[config.mk]
export PLATFORM = sky130hd
export DESIGN_NAME = decoder_3x8_buf
export DESIGN_NICKNAME = d
export VERILOG_FILES = /design/src/rtl/decoder_3x8_buf.sv
export SDC_FILE = /design/constraint.sdc
export NUM_CORES = 1
export LEC_CHECK = 0
export ABC_AREA = 1
export BUFFER_PORTS_ARGS = -buffer_cell sky130_fd_sc_hd__buf_2
export CORE_MARGIN = 5
export CORE_UTILIZATION = 50
export CTS_CLUSTER_SIZE = 30
export DETAILED_ROUTE_END_ITERATION = 10
export PLACE_DENSITY_LB_ADDON = 0.08
export SYNTH_ARGS = -nofsm -noshare
export SYNTH_HDL_FRONTEND = slang
export SYNTH_SLANG_ARGS = --single-unit
[constraint.sdc]
create_clock -name clk -period 1.49 [get_ports clk]
set_input_delay 0.2235 -clock clk [delete_from_list [all_inputs] [get_ports clk]]
set_output_delay 0.2235 -clock clk [all_outputs]
set_load 0.01 [all_outputs]
[src/rtl/decoder_3x8_buf.sv]
// decoder_3x8_buf
// Regenerates an 8-bit one-hot line vector from a 3-bit code.
// Codes pass through a 2-entry valid/ready buffer, so the producer and the
// consumer can stall independently.
// A saturating counter records how many codes have been delivered.
//
// Outputs are decoded from registered state only:
// - There is no same-cycle bypass.
// - in_ready has no combinational path from out_ready.

module decoder_3x8_buf #(
    parameter int CNT_W = 8
) (
    input  logic             clk,
    input  logic             rst_n,
    input  logic [2:0]       in_code,
    input  logic             in_valid,
    output logic             in_ready,
    input  logic             flush,
    output logic [7:0]       out_onehot,
    output logic [2:0]       out_code,
    output logic             out_valid,
    input  logic             out_ready,
    output logic [CNT_W-1:0] dec_count
);

    localparam logic [CNT_W-1:0] CNT_MAX = '1;

    // Buffer storage and bookkeeping.
    logic [2:0]       mem_q [2];
    logic             rd_ptr_q, rd_ptr_d;
    logic             wr_ptr_q, wr_ptr_d;
    logic [1:0]       occ_q, occ_d;
    logic [CNT_W-1:0] cnt_q, cnt_d;

    logic             push;
    logic             pop;
    logic [2:0]       head_code;

    // Handshake terms. Both are functions of the registered occupancy only.
    assign in_ready  = (occ_q != 2'd2);
    assign out_valid = (occ_q != 2'd0);
    assign push      = in_valid & in_ready;
    assign pop       = out_valid & out_ready;

    assign head_code = mem_q[rd_ptr_q];

    // The head entry is only visible while valid; otherwise the output is all zeros.
    assign out_code  = out_valid ? head_code : 3'b000;
    assign dec_count = cnt_q;

    // One comparator per output line.
    // This gives exactly one hot bit whenever out_valid is high.
    generate
        for (genvar gi = 0; gi < 8; gi++) begin : g_onehot
            assign out_onehot[gi] = out_valid && (head_code == 3'(gi));
        end
    endgenerate

    // Next-state logic for pointers, occupancy and the delivered-code counter.
    // Flush wins over any handshake in the same cycle:
    // - A pop in that cycle is neither delivered nor counted.
    // - A push in that cycle is discarded.
    always_comb begin
        rd_ptr_d = rd_ptr_q;
        wr_ptr_d = wr_ptr_q;
        occ_d    = occ_q;
        cnt_d    = cnt_q;
        if (flush) begin
            rd_ptr_d = 1'b0;
            wr_ptr_d = 1'b0;
            occ_d    = 2'd0;
        end else begin
            if (push) begin
                wr_ptr_d = ~wr_ptr_q;
            end
            if (pop) begin
                rd_ptr_d = ~rd_ptr_q;
                if (cnt_q != CNT_MAX) begin
                    cnt_d = cnt_q + 1'b1;
                end
            end
            case ({push, pop})
                2'b10:   occ_d = occ_q + 2'd1;
                2'b01:   occ_d = occ_q - 2'd1;
                default: occ_d = occ_q;
            endcase
        end
    end

    // Control state: cleared asynchronously so outputs drop at once on reset.
    always_ff @(posedge clk or negedge rst_n) begin
        if (!rst_n) begin
            rd_ptr_q <= 1'b0;
            wr_ptr_q <= 1'b0;
            occ_q    <= 2'd0;
            cnt_q    <= '0;
        end else begin
            rd_ptr_q <= rd_ptr_d;
            wr_ptr_q <= wr_ptr_d;
            occ_q    <= occ_d;
            cnt_q    <= cnt_d;
        end
    end

    // Code storage.
    // No reset is needed here because stale entries are masked by out_valid.
    always_ff @(posedge clk) begin
        if (push && !flush) begin
            mem_q[wr_ptr_q] <= in_code;
        end
    end

endmodule

After elaboration in Yosys (flattened, before gate mapping). Memories as Yosys holds them, arrays and structs flattened. Cells that the tools add are included.

Add/sub/neg operators: 3. Eq/ne operators: 11. Muxes and demuxes: 9. Bitwise gates (word level): 5. Reduce and logical (&&, ||, !) cells: 16.

Operators by type and width (number): equality test 3 bit, second input constant (4); logical AND 1 bit (9); adder 8 x 1 -> 8 bit, second input constant (1); inequality test 8 bit, second input constant (1); equality test 3 x 2 -> 1 bit, second input constant (2); two-way mux 1 bit (6); nonzero test 2 bit (3); one-hot mux 2 bit (2 select lines) (1); equality test 3 x 1 -> 1 bit, second input constant (1); logical NOT 3 bit (1); two-way mux 3 bit (1); NOT 1 bit (3); AND reduction 3 bit (1); nonzero test 3 bit (1); adder 2 x 1 -> 2 bit, second input constant (1); bitwise AND 1 bit (2); equality test 2 x 1 -> 1 bit, second input constant (1); equality test 2 bit, second input constant (1); two-way mux 2 bit (1); inequality test 2 bit, second input constant (1); subtractor 2 x 1 -> 2 bit, second input constant (1); logical NOT 1 bit (1).

Bits in registers: 12. Memory bits (writable): 6. Input bits: 8. Output and inout port bits: 21. Word-level logic and storage cells: 49. Memories kept: 1.

Memory list: mem_q (words 2, width 3, rd ports 1, clocked after Yosys merged registers in 0, write ports 1, line 30) `logic [2:0] mem_q [2];`.

Depth between registers and ports, before layout.
Depth after elaboration: 5. Mapped depth: 8. Gate-level depth less buffers: 8.

Worst setup path before layout. OpenSTA, ideal clock, no wires.

Path type: reg-to-reg. Start point: register occ_q[0]. End point: memory mem_q[1][0] (enable). Setup time: 345 ps. Arrival: 971 ps. Required time: 1145 ps. Path slack: 174 ps. Cell stages (with the launch flop): 5. Path buffers: 0. Period minus slack after synthesis: 1316 ps. Cells stage by stage: dfrtp_1 -> inv_1 -> nand2_1 -> nand2_2 -> nor3_1.

Cells in the longest elaborated chain, start to end: 5.

RTL lines: from (decl) (line 33) `logic [1:0] occ_q, occ_d;`; from (signal assigned) (line 96) `occ_q <= 2'd0;`; from (signal assigned) (line 101) `occ_q <= occ_d;`; inequality test 2 bit (line 41) `assign in_ready = (occ_q != 2'd2);`; net in_ready (line 18) `output logic in_ready,`; bitwise AND 1 bit (line 43) `assign push = in_valid & in_ready;`; logical AND 1 bit (line 109) `if (push && !flush) begin`; two-way mux 1 bit (line 109); two-way mux 1 bit (implied by the code) (line 110) `mem_q[wr_ptr_q] <= in_code;`; to (decl) (line 30).

The timed path passes the listed nets, and every way through them passes these cells.

Worst setup path after layout.
Start point: register rd_ptr_q. End point: output out_onehot[1].

Cells in the longest elaborated chain, start to end: 3.

RTL lines: from (decl) (line 31) `logic rd_ptr_q, rd_ptr_d;`; from (signal assigned) (line 99) `rd_ptr_q <= rd_ptr_d;`; memory (2 x 3 bit); equality test 3 x 1 -> 1 bit (line 56) `assign out_onehot[gi] = out_valid && (head_code == 3'(gi));`; logical AND 1 bit (line 56); to (decl) (line 20) `output logic [7:0] out_onehot,`.

No other way between the ends.

==> run summary <==
status: finished with violations
failing checks: negative setup slack
reg2reg end: rd_ptr_q$_DFFE_PN0P_
Design Area, Final: 1410 um^2
clock skew: 0.00105 ns
dpl hpwl: 1610 um
Worst Tran Pin Value: 0.302 ns
Initial Util: 52.1%
PwrDens: 1320 nW/um^2
largest net degree at the start of global routing: 13
Worst Setup EP: out_onehot[1]
# DRC: 0
Net Count, Synth: 140
final hold violations: 0
Rows: 16
vias per cell: 4.88
setup violators final: 12
Slew Limit Fails: 0
CORE AREA: 1940 um^2
dpl cells: 188
Synth Area per Inst: 7.72 um^2
WL/cell: 11.8 um
crit path from: rd_ptr_q$_DFFE_PN0P_
Worst Setup Start Kind: register
Pleak: 0.756 nW
worst hold slack: 0.112 ns
setup TNS: -1.50 ns
gpl congestion: 0.778
kind of critical path: reg2out
Worst Setup Slack, final: -0.180 ns
# fillers: 161
total inserted antenna cells: 0
via count: 1006
Worst Path Max Fanout: 4
relative slew slack: 79.6%
most common cell after layout, fill and taps aside: nand2_1
Worst setup EP type: output port
Placed Area: 1200 um^2
Hold Path Class: in2reg
number of global-route vias before repair: 892
Cell variety after synth: 22
CTS Sinks: 18
max-cap violations: 0
Place WS: 0.0532 ns
total congestion overflow: 0
most frequent cells in the layout: 46 x nand2_1, 27 x buf_2, 13 x inv_1, 13 x buf_4, 10 x nor2_1
first-pass GRT wire length: 3750 um
sequential share of the synthesized area: 47.5%
Post-Syn Area: 1010 um^2
WP data required: 1.27 ns
Pre-antenna DRT Iters: 4
r2r startpoint: rd_ptr_q$_DFFE_PN0P_
Fmax: 0.599 GHz
Post-Synthesis Cells: 131
io pins: 29
fin nets: 189
die area: 3020 um^2
GRT Total Usage: 17.4%
CTS tree: yes
clock buffer depth: 2
RSZ-0062 raised after global routing: true
drt total wl: 2440 um
fin crit period: 1.67 ns
Synth warnings: 0
reg2reg path depth: 10
CTS root buffer: clkbuf_4
share of cells above drive strength 1: 39.7%
H-Tree Depth: 1
r2r setup slk: -0.07 ns
fin crit share: 112%
Detail Route Antenna Nets: 0
Worst-Skew Late Latency: 0.29 ns
Synth Register Bits: 18
Non-Filler Instances: 206
initial drt markers: 17
clk slew on worst S/H paths: 0.10 ns
initial antenna violation count: 0
Peak VDD IR: 0.961 mV
Port Buffer Count: 28
TritonCTS buffer count: 3
Die H: 55.0 um
Critical Path AT: 1.45 ns
P&R area growth vs syn: 39.1%
Die X: 55.0 um
## kinds of logic (layout without fill, tap and decap cells)
logic type / count (synthesis) / after routing / share of synthesized area [%]
xor gates and xnor gates: 5 / 5 / 4.33
AOI/OAI and AO/OA: 10 / 10 / 6.44
and+or+nand+nor: 81 / 81 / 34.5
adders and majority gates: 1 / 1 / 1.24
buffers and inverters: 16 / 64 / 5.94
DFF: 18 / 18 / 47.5
## synth_stat cells, drive strengths merged
cell | instances | area share, %
edfxtp | 6 | 18
nand3b | 1 | 0.74
nand4 | 1 | 0.62
nand2 | 53 | 20
or2 | 2 | 1.2
dfrtp | 12 | 30
nand3 | 8 | 4.0
nor2 | 15 | 7.3
a21oi | 4 | 3.1
xor2 | 5 | 4.3
nor3 | 1 | 0.49
inv | 16 | 5.9
o21ai | 6 | 3.3
ha | 1 | 1.2
## stage by stage
step	power [mW]	utilization [%]
6_report	1.86	72.4
5_1_grt	1.99	72.4
4_1_cts	1.77	69.4
3_5_place_dp	1.40	61.8
3_3_place_gp	1.39	61.8
2_1_floorplan	1.15	-
## layer usage
metal  GRT usage [%]  vias to the layer above  wire (um)
met3            3.22                        4        115
li1                -                      510          -
met1            20.9                      473       1070
met2            31.3                       19       1230
met5               0                        -          0
met4            5.26                        0         27
## registers in the layout, indices dropped and copies added (netlist names)
name	cells
dec_count	8
mem_q	6
occ_q	2
rd_ptr_q	1
wr_ptr_q	1
## critical path, stage by stage (launching register included)
cell and delay (ns):
dfrtp_2 0.44, buf_4 0.15, nand2_1 0.09, nand3_1 0.17
nor2_1 0.16, buf_2 0.15
## cell type report
| class | count | area, um^2 | area share, % |
|---|---|---|---|
| multi-input cells | 97 | 526 | 37.4 |
| repair buffers | 44 | 277 | 19.7 |
| clock inverters | 1 | 3.75 | 0.267 |
| well taps | 27 | 33.8 | 2.40 |
| clock buffers | 3 | 22.5 | 1.60 |
| flip-flops and latches | 18 | 484 | 34.4 |
| inverters | 16 | 60.1 | 4.27 |
## repair_timing
action	4_1_cts	5_1_grt
buffers inserted	11	2
hold buffers	1	0
gates resized for setup	12	14
hold endpoints to repair	12	0
setup endpoints to repair	11	16
pin swaps	5	4
## where the power goes
group / switching (mW) / internal, mW / leakage, nW / total (mW)
Combinational: 0.509 / 0.394 / 0.531 / 0.903
Clock: 0.146 / 0.0976 / 0.0154 / 0.244
Sequential: 0.0957 / 0.616 / 0.209 / 0.712
Total: 0.750 / 1.11 / 0.756 / 1.86
## how the worst min path moves through the flow
stage | start | endpoint | slack [ns] | cells past startpoint
6_report | in_code[1] | mem_q[1][1]$_DFFE_PP_ | 0.11 | 1
5_1_grt | in_code[0] | mem_q[0][0]$_DFFE_PP_ | 0.11 | 1
4_1_cts | in_code[1] | mem_q[0][1]$_DFFE_PP_ | 0.11 | 1
3_5_place_dp | rst_n | wr_ptr_q$_DFFE_PN0P_ | 0.12 | 1
3_3_place_gp | rst_n | occ_q[1]$_DFFE_PN0P_ | 0.11 | 1
2_1_floorplan | rst_n | dec_count[0]$_DFFE_PN0P_ | -0.07 | 0
Power figures use the tool's default switching activity.
